==> src/rtl/sr_ff_bank.sv <==
// Bank of N clocked SR storage bits with selectable S=R=1 policy, edge pulses
// and sticky collision flags. Optional cycle counter: SR_FF_BANK_CONFLICT_CNT_EN.
module sr_ff_bank #(
  parameter int unsigned  N     = 8,
  parameter int unsigned  MODE  = 0,
  parameter logic [N-1:0] INIT  = {N{1'b0}},
  parameter int unsigned  CNT_W = 8
) (
  input  logic         clk,
  input  logic         rst,
  input  logic         en,
  input  logic [N-1:0] s,
  input  logic [N-1:0] r,
  input  logic         clr_conflict,
  output logic [N-1:0] q,
  output logic [N-1:0] qn,
  output logic [N-1:0] q_rise,
  output logic [N-1:0] q_fall,
  output logic [N-1:0] conflict,
  output logic         any_conflict
`ifdef SR_FF_BANK_CONFLICT_CNT_EN
  ,
  output logic [CNT_W-1:0] conflict_cnt
`endif
);

  if (MODE > 3) begin : g_bad_mode
    $error("sr_ff_bank: MODE must be 0..3");
  end
  if (N < 1 || N > 64) begin : g_bad_n
    $error("sr_ff_bank: N must be 1..64");
  end
  if (CNT_W < 1) begin : g_bad_cnt_w
    $error("sr_ff_bank: CNT_W must be at least 1");
  end

  logic [N-1:0] q_q, q_d;
  logic [N-1:0] rise_q, rise_d;
  logic [N-1:0] fall_q, fall_d;
  logic [N-1:0] conf_q, conf_d;
  logic [N-1:0] both;
  logic [N-1:0] both_val;
  logic [N-1:0] coll;

  // Value a channel takes when both set and reset are requested.
  if (MODE == 1) begin : g_set_dom
    assign both_val = {N{1'b1}};
  end else if (MODE == 2) begin : g_rst_dom
    assign both_val = {N{1'b0}};
  end else if (MODE == 3) begin : g_toggle
    assign both_val = ~q_q;
  end else begin : g_hold
    assign both_val = q_q;
  end

  always_comb begin
    both = s & r;
    coll = en ? both : {N{1'b0}};
    q_d  = q_q;
    if (en) begin
      q_d = (s & ~r) | (q_q & ~(s | r)) | (both & both_val);
    end
    rise_d = q_d & ~q_q;
    fall_d = ~q_d & q_q;
    // A collision in the clearing cycle survives the clear.
    conf_d = (clr_conflict ? {N{1'b0}} : conf_q) | coll;
  end

  always_ff @(posedge clk or posedge rst) begin
    if (rst) begin
      q_q    <= INIT;
      rise_q <= {N{1'b0}};
      fall_q <= {N{1'b0}};
      conf_q <= {N{1'b0}};
    end else begin
      q_q    <= q_d;
      rise_q <= rise_d;
      fall_q <= fall_d;
      conf_q <= conf_d;
    end
  end

  assign q            = q_q;
  assign qn           = ~q_q;
  assign q_rise       = rise_q;
  assign q_fall       = fall_q;
  assign conflict     = conf_q;
  assign any_conflict = |conf_q;

`ifdef SR_FF_BANK_CONFLICT_CNT_EN
  logic [CNT_W-1:0] cnt_q, cnt_d;
  logic             any_coll;

  // Counts collision cycles, not channels; saturates at all-ones.
  always_comb begin
    any_coll = |coll;
    cnt_d    = cnt_q;
    if (clr_conflict) begin
      cnt_d = any_coll ? CNT_W'(1) : '0;
    end else if (any_coll && (cnt_q != {CNT_W{1'b1}})) begin
      cnt_d = cnt_q + CNT_W'(1);
    end
  end

  always_ff @(posedge clk or posedge rst) begin
    if (rst) begin
      cnt_q <= '0;
    end else begin
      cnt_q <= cnt_d;
    end
  end

  assign conflict_cnt = cnt_q;
`endif

endmodule

==> config.mk <==
export PLATFORM = sky130hd
export DESIGN_NAME = sr_ff_bank
export DESIGN_NICKNAME = d
export VERILOG_FILES = /design/src/rtl/sr_ff_bank.sv
export SDC_FILE = /design/constraint.sdc
export NUM_CORES = 1
export LEC_CHECK = 0
export BUFFER_PORTS_ARGS = -buffer_cell sky130_fd_sc_hd__buf_2
export CAP_MARGIN = 10
export CORE_ASPECT_RATIO = 1.4
export CORE_MARGIN = 3
export CORE_UTILIZATION = 48
export DETAILED_ROUTE_END_ITERATION = 8
export GPL_ROUTABILITY_DRIVEN = 1
export MAX_ROUTING_LAYER = met4
export PLACE_DENSITY = 0.84
export SYNTH_ARGS = -nofsm -noshare
export SYNTH_HDL_FRONTEND = slang
export SYNTH_SLANG_ARGS = --single-unit
==> constraint.sdc <==
create_clock -name clk -period 1.8 [get_ports clk]
set_input_delay 0.36 -clock clk [delete_from_list [all_inputs] [get_ports clk]]
set_output_delay 0.36 -clock clk [all_outputs]
set_load 0.01 [all_outputs]
Word-level counts from Yosys, hierarchy flattened
Cells that the tools add are included.

Register bits: 32. Output and inout bits: 41.

Muxes and demuxes: 3. Bitwise gates (word level): 14. Reduce and logical (&&, ||, !) cells: 1.

Operators with widths (number): $and 8x8->8 (6); $not 8->8 (4); $or 8x8->8 (4); $mux 8 (3); $reduce_or 8->1 (1).

Logic depth before layout (Yosys ltp)
Gate-level depths: netlist of run 1.

Depth in word-level cells: 8. Depth in mapped cells: 4. Gate-level depth less buffers: 3.

Worst setup path before layout of run 1
No wires, ideal clock.

Path type: flip-flop to output port. Start: register conf_q[6], in the netlist conflict[6]. End: output port any_conflict. Arrival: 0.791 ns. Path slack: 0.649 ns. Stages on the path, launching flop included: 3. Path through: dfrtp_1 nor4_1 nand2_1.

Word-level cells in the longest chain between the ends: 1.

RTL lines: from (decl) (RTL line 40) `logic [N-1:0] conf_q, conf_d;`; from (signal assigned) (RTL line 74) `conf_q <= {N{1'b0}};`; from (signal assigned) (RTL line 79) `conf_q <= conf_d;`; $reduce_or 8->1 (RTL line 88) `assign any_conflict = |conf_q;`; to (decl) (RTL line 20) `output logic any_conflict`.

Every way passes these cells.

Worst setup path in the final report of run 1
Same ends and word-level chain as after synthesis.

==> flow_metrics.py, run 1 <==
metrics = {
    "run_status": {
        "status": "finished clean",
    },
    "worst_setup_path": {
        "crit_fanout": 3,
        "critPathLaunchType": "flip-flop",
        "critPathLaunch": "conflict[6]",
        "arrival_ns": 1.26,
        "critical_path_class": "flip-flop to output port",
        "end_kind": "output port",
        "ff2ff_setup_slack_ns": 1.00,
        "required_ns": 1.44,
        "regToRegEndpoint": "q_fall[6]",
        "reg2reg_from": "q[6]",
        "r2r_cells": 2,
    },
    "power_and_ir_drop": {
        "p_leak_nw": 0.944,
        "switching_share_pct": 28.1,
        "p_int_mw": 1.09,
        "clockPowerShare_pct": 30.2,
        "ir_worst_vdd_mv": 0.601,
        "pwr-share-comb_pct": 16.8,
        "power_density_nw_per_um2": 907,
        "p_sw_uw": 424,
        "pwr-share-seq_pct": 53.0,
    },
    "logic_synthesis": {
        "synth_cell_type_count": 12,
        "ys_warn_count": 0,
        "synth_area_leader_cell": "dfrtp_1",
        "ys_seq_area_share_pct": 63.2,
        "synthCells": 127,
        "synth_area_um2": 1270,
        "syn_nets": 147,
        "synth_area_per_cell_um2": 9.98,
        "synth_top_area_share_pct": 63.2,
        "netlist_top_cells_area": "dfrtp_1 (63%), inv_1 (7.4%), a21oi_1 (6.3%)",
        "yosys_register_bits": 32,
    },
    "floorplan": {
        "chipWidth_um": 49.4,
        "fp-row-count": 21,
        "dieArea_um2": 3300,
        "start_util_pct": 51.9,
        "io_pins": 61,
        "fp.coreArea_um2": 2440,
        "fp.dieH_um": 66.8,
    },
    "cts": {
        "cts_tree": "built",
        "post_cts.repair.setup_buffers": 0,
        "hold_buffers": 0,
        "clk_latency_ns": 0.33,
        "cts_num_sinks": 32,
        "cts-htree-levels": 2,
        "cts_resized": 0,
        "cts_made_buffers": 5,
        "path_clk_slew_ns": 0.09,
        "clockBufferDepth": 2,
        "cts_root_buf": "clkbuf_4",
    },
    "placed_design": {
        "numPortBuffers": 60,
        "place.gp.congestion": 0.698,
        "hpwl_um": 2320,
        "placed_cells": 220,
        "dpl_worst_slack_ns": 0.509,
    },
    "timing": {
        "fin_crit_sh_pct": 89.9,
        "worst_slew_pin_slew_ns": 0.507,
        "whs_ns": 0.0206,
        "period_needed_ns": 1.62,
        "slew_headroom_pct": 66.2,
        "finalWorstSetupSlack_ns": 0.182,
        "fin_tns_setup_ns": 0,
        "clock.fmax_mhz": 618,
        "hold_viol": 0,
        "rsz0062_at_grt": "no",
        "slew_violations": 0,
        "setup_viol": 0,
        "clock_skew_ns": 0.00222,
    },
    "global_routing": {
        "overflow": 0,
        "grt_max_degree": 33,
        "grt_pass1_wl_um": 4890,
        "grt_antenna_before_repair": 0,
        "grt_pass1_vias": 1143,
        "grtUsageTotal_pct": 20.7,
    },
    "cells_and_area": {
        "drive_gt1_share_pct": 35.8,
        "diodes": 0,
        "num-nets-final": 213,
        "fin_cells": 227,
        "area_growth_syn_to_layout_pct": 31.3,
    },
    "detailed_routing": {
        "vias_per_cell": 5.03,
        "wl_per_cell_um": 13.3,
        "drt_iter0_markers": 20,
        "postRouteAntennaNets": 0,
        "drc_errors": 0,
        "routed_wl_um": 3020,
        "first_pass_iters": 4,
        "num_vias": 1142,
    },
    "min_path": {
        "hold_path.class": "primary input to asynchronous set/reset pin",
    },
    "flow_run": {
        "cap_violations": 0,
    },
}
-- worst max path at each step --
stage	endpoint	slack, ns
after global placement	any_conflict	0.57
after floorplan	any_conflict	0.65
after CTS	any_conflict	0.18
after detailed placement	q[2]	0.51
after global routing	any_conflict	0.08
final	any_conflict	0.18
-- layer usage --
metal / global-route usage, % / wire (µm) / vias to the layer above
li1: - / - / 552
met1: 18.9 / 1120 / 548
met2: 38.8 / 1620 / 36
met3: 7.38 / 227 / 6
met4: 8.30 / 50 / 0
met5: - / 0 / -
-- Yosys cell counts --
| library cell | number |
|---|---|
| a21oi_1 | 16 |
| nor2_1 | 8 |
| dfrtp_1 | 32 |
| nor4_1 | 2 |
| and4_1 | 8 |
| nand3_1 | 8 |
| nor3_1 | 8 |
| o21ai_0 | 8 |
| inv_1 | 25 |
| buf_4 | 2 |
| buf_6 | 1 |
| nand2_1 | 9 |
-- registers in the layout, indices dropped and copies added (netlist names) --
signal and count:
q_rise 8, q 8, q_fall 8, conflict 8
-- per-stage QoR --
stage	utilization (%)	cell area (µm²)	total power, mW
floorplan	-	1270	0.941
global placement	65.4	1600	1.06
detailed placement	65.4	1600	1.07
CTS	68.1	1660	1.52
global route	68.1	1660	1.59
finish	68.1	1660	1.51
-- power groups by stage --
stage / sequential [mW] / combinational (mW) / clock [mW]
4_1_cts: 0.800 / 0.257 / 0.464
3_3_place_gp: 0.809 / 0.246 / 0
3_5_place_dp: 0.814 / 0.256 / 0
5_1_grt: 0.807 / 0.285 / 0.498
6_report: 0.800 / 0.254 / 0.456
2_1_floorplan: 0.833 / 0.109 / 0
-- worst max-delay path, cell delays in order, from the launching register on --
cell     delay, ns
dfrtp_1       0.41
nor4_1        0.28
nand2_1       0.09
buf_2         0.15
-- layout make-up --
class / count / area, µm²
multi-input combinational: 67 / 347
clock buffer: 7 / 65.1
tap: 34 / 42.5
fill: 199 / 779
timing repair buffer: 62 / 315
inverter: 25 / 93.8
sequential: 32 / 801
-- layout by cell type (no fill, tap or decap), drive strengths merged --
master  synthesis  layout
nor4            2       2
a21oi          16      16
buf             3      62
clkbuf          0       7
and4            8       8
nand3           8       8
nand2           9       9
o21ai           8       8
nor3            8       8
nor2            8       8
inv            25      25
dfrtp          32      32
-- cells by family after synthesis --
logic type      count (synthesis)  synth area share [%]
compound gates                 24                  9.48
buf+inv                        28                  9.48
simple gates                   43                  17.9
flops                          32                  63.2
Note: power is estimated with default switching activity, not from simulation.
==> run 2, diff against run 1 <==
- CELL_PAD_IN_SITES_DETAIL_PLACEMENT: unset -> 1
- CELL_PAD_IN_SITES_GLOBAL_PLACEMENT: unset -> 1
- CORE_UTILIZATION: 48 -> 35
==> flow_metrics.py, run 2 (synthesis gave the netlist of run 1 again) <==
metrics = {
    "cts": {
        "path_clk_slew_ns": 0.06,
        "post_cts.repair.setup_buffers": 0,
        "hold_buffers": 0,
        "cts_made_buffers": 5,
        "cts_resized": 0,
        "clk_latency_ns": 0.28,
        "cts_root_buf": "clkbuf_8",
        "cts_num_sinks": 32,
        "cts-htree-levels": 2,
        "clockBufferDepth": 2,
        "cts_tree": "built",
    },
    "min_path": {
        "hold_path.class": "primary input to asynchronous set/reset pin",
    },
    "timing": {
        "worst_slew_pin_slew_ns": 0.513,
        "period_needed_ns": 1.56,
        "finalWorstSetupSlack_ns": 0.242,
        "rsz0062_at_grt": "no",
        "clock_skew_ns": 0.00220,
        "fin_tns_setup_ns": 0,
        "clock.fmax_mhz": 642,
        "hold_viol": 0,
        "setup_viol": 0,
        "slew_headroom_pct": 65.8,
        "fin_crit_sh_pct": 86.6,
        "whs_ns": 0.105,
        "slew_violations": 0,
    },
    "power_and_ir_drop": {
        "p_leak_nw": 0.953,
        "pwr-share-comb_pct": 16.2,
        "pwr-share-seq_pct": 49.4,
        "switching_share_pct": 27.4,
        "clockPowerShare_pct": 34.4,
        "ir_worst_vdd_mv": 0.682,
        "p_int_mw": 1.18,
        "power_density_nw_per_um2": 956,
        "p_sw_uw": 445,
    },
    "cells_and_area": {
        "mostFrequentLayoutCell": "buf_2",
        "fin_util_pct": 49.3,
        "finalInstanceArea_um2": 1700,
        "drive_gt1_share_pct": 35.1,
        "diodes": 0,
        "fillers": 418,
        "num-nets-final": 213,
        "final_cell_mix": "buf_2 (60), dfrtp_1 (32), inv_1 (25)",
        "area_growth_syn_to_layout_pct": 33.9,
    },
    "worst_setup_path": {
        "critPathLaunchType": "flip-flop",
        "arrival_ns": 1.20,
        "crit_chain": "nor4_1, nand2_1, buf_2",
        "crit_fanout": 3,
        "required_ns": 1.44,
        "end_kind": "output port",
        "worst-path-buf-inv": 1,
        "critical_path_class": "flip-flop to output port",
        "worst_path_max_delay_cell": "dfrtp_1",
        "cp_top_family": "flip-flops",
        "cpPeakStageDelay_ns": 0.40,
    },
    "detailed_routing": {
        "routed_wl_um": 3600,
        "postRouteAntennaNets": 0,
        "first_pass_iters": 3,
        "wl_per_cell_um": 15.4,
        "num_vias": 1176,
        "drc_errors": 0,
        "vias_per_cell": 5.03,
        "drt_iter0_markers": 12,
    },
    "flow_run": {
        "cap_violations": 0,
    },
    "floorplan": {
        "fp.coreArea_um2": 3440,
        "fp-row-count": 25,
        "fp.dieH_um": 77.2,
        "dieArea_um2": 4390,
        "chipWidth_um": 56.9,
        "start_util_pct": 36.8,
        "io_pins": 61,
    },
    "placed_design": {
        "dpl_cell_area_um2": 1610,
        "dpl_worst_slack_ns": 0.492,
        "numPortBuffers": 60,
        "hpwl_um": 2810,
        "place.gp.congestion": 0.720,
    },
    "global_routing": {
        "grt_pass1_wl_um": 6180,
        "grt_antenna_before_repair": 0,
        "grt_pass1_vias": 1358,
        "overflow": 0,
        "grtUsageTotal_pct": 18.5,
        "grt_max_degree": 33,
    },
    "run_status": {
        "status": "finished clean",
    },
}
-- run 2: path summary, 6_finish.rpt --
check                           slack (ns)            to         from  depth (start not counted)
worst max-delay path                  0.24  any_conflict  conflict[2]                          3
worst min-delay path                  0.10     q_rise[4]          rst                          3
worst max register to register        0.96     q_fall[3]         q[3]                          2
worst min register to register        0.55   conflict[4]  conflict[4]                          2
max in group asynchronous             1.49   conflict[0]          rst                          3
min in group clk                      0.28     q_fall[7]         s[7]                          2
-- run 2: per-layer routing --
metal	global-route usage (%)	part of all wire [%]	vias up	wire (µm)
li1	-	-	547	-
met1	19.1	37	576	1340
met2	32.8	55	43	1980
met3	3.87	4.9	10	175
met4	8.58	2.9	0	104
met5	-	0	-	0
-- run 2: worst reg2reg max path, cell delays in order, from the launching register on --
cell and delay [ns]:
dfrtp_1 0.40, inv_1 0.10, nor3_1 0.25
-- run 2: final cells by class --
| cell class | count | area [µm²] | area share [%] |
|---|---|---|---|
| clock buffer | 8 | 90.1 | 5.31 |
| inverter | 25 | 93.8 | 5.53 |
| multi-input combinational | 67 | 347 | 20.4 |
| sequential | 32 | 801 | 47.2 |
| tap | 40 | 50.0 | 2.95 |
| timing repair buffer | 62 | 315 | 18.6 |
-- run 2: power by group through the flow --
stage	logic, mW	registers (mW)	clock network (mW)
after floorplan	0.109	0.833	0
after global placement	0.250	0.809	0
after detailed placement	0.265	0.815	0
after CTS	0.267	0.802	0.583
after global routing	0.295	0.808	0.630
final	0.262	0.802	0.558
-- run 2: per-stage QoR --
step	power [mW]	std cells
5_1_grt	1.73	234
3_5_place_dp	1.08	226
2_1_floorplan	0.941	127
4_1_cts	1.65	234
6_report	1.62	234
3_3_place_gp	1.06	226
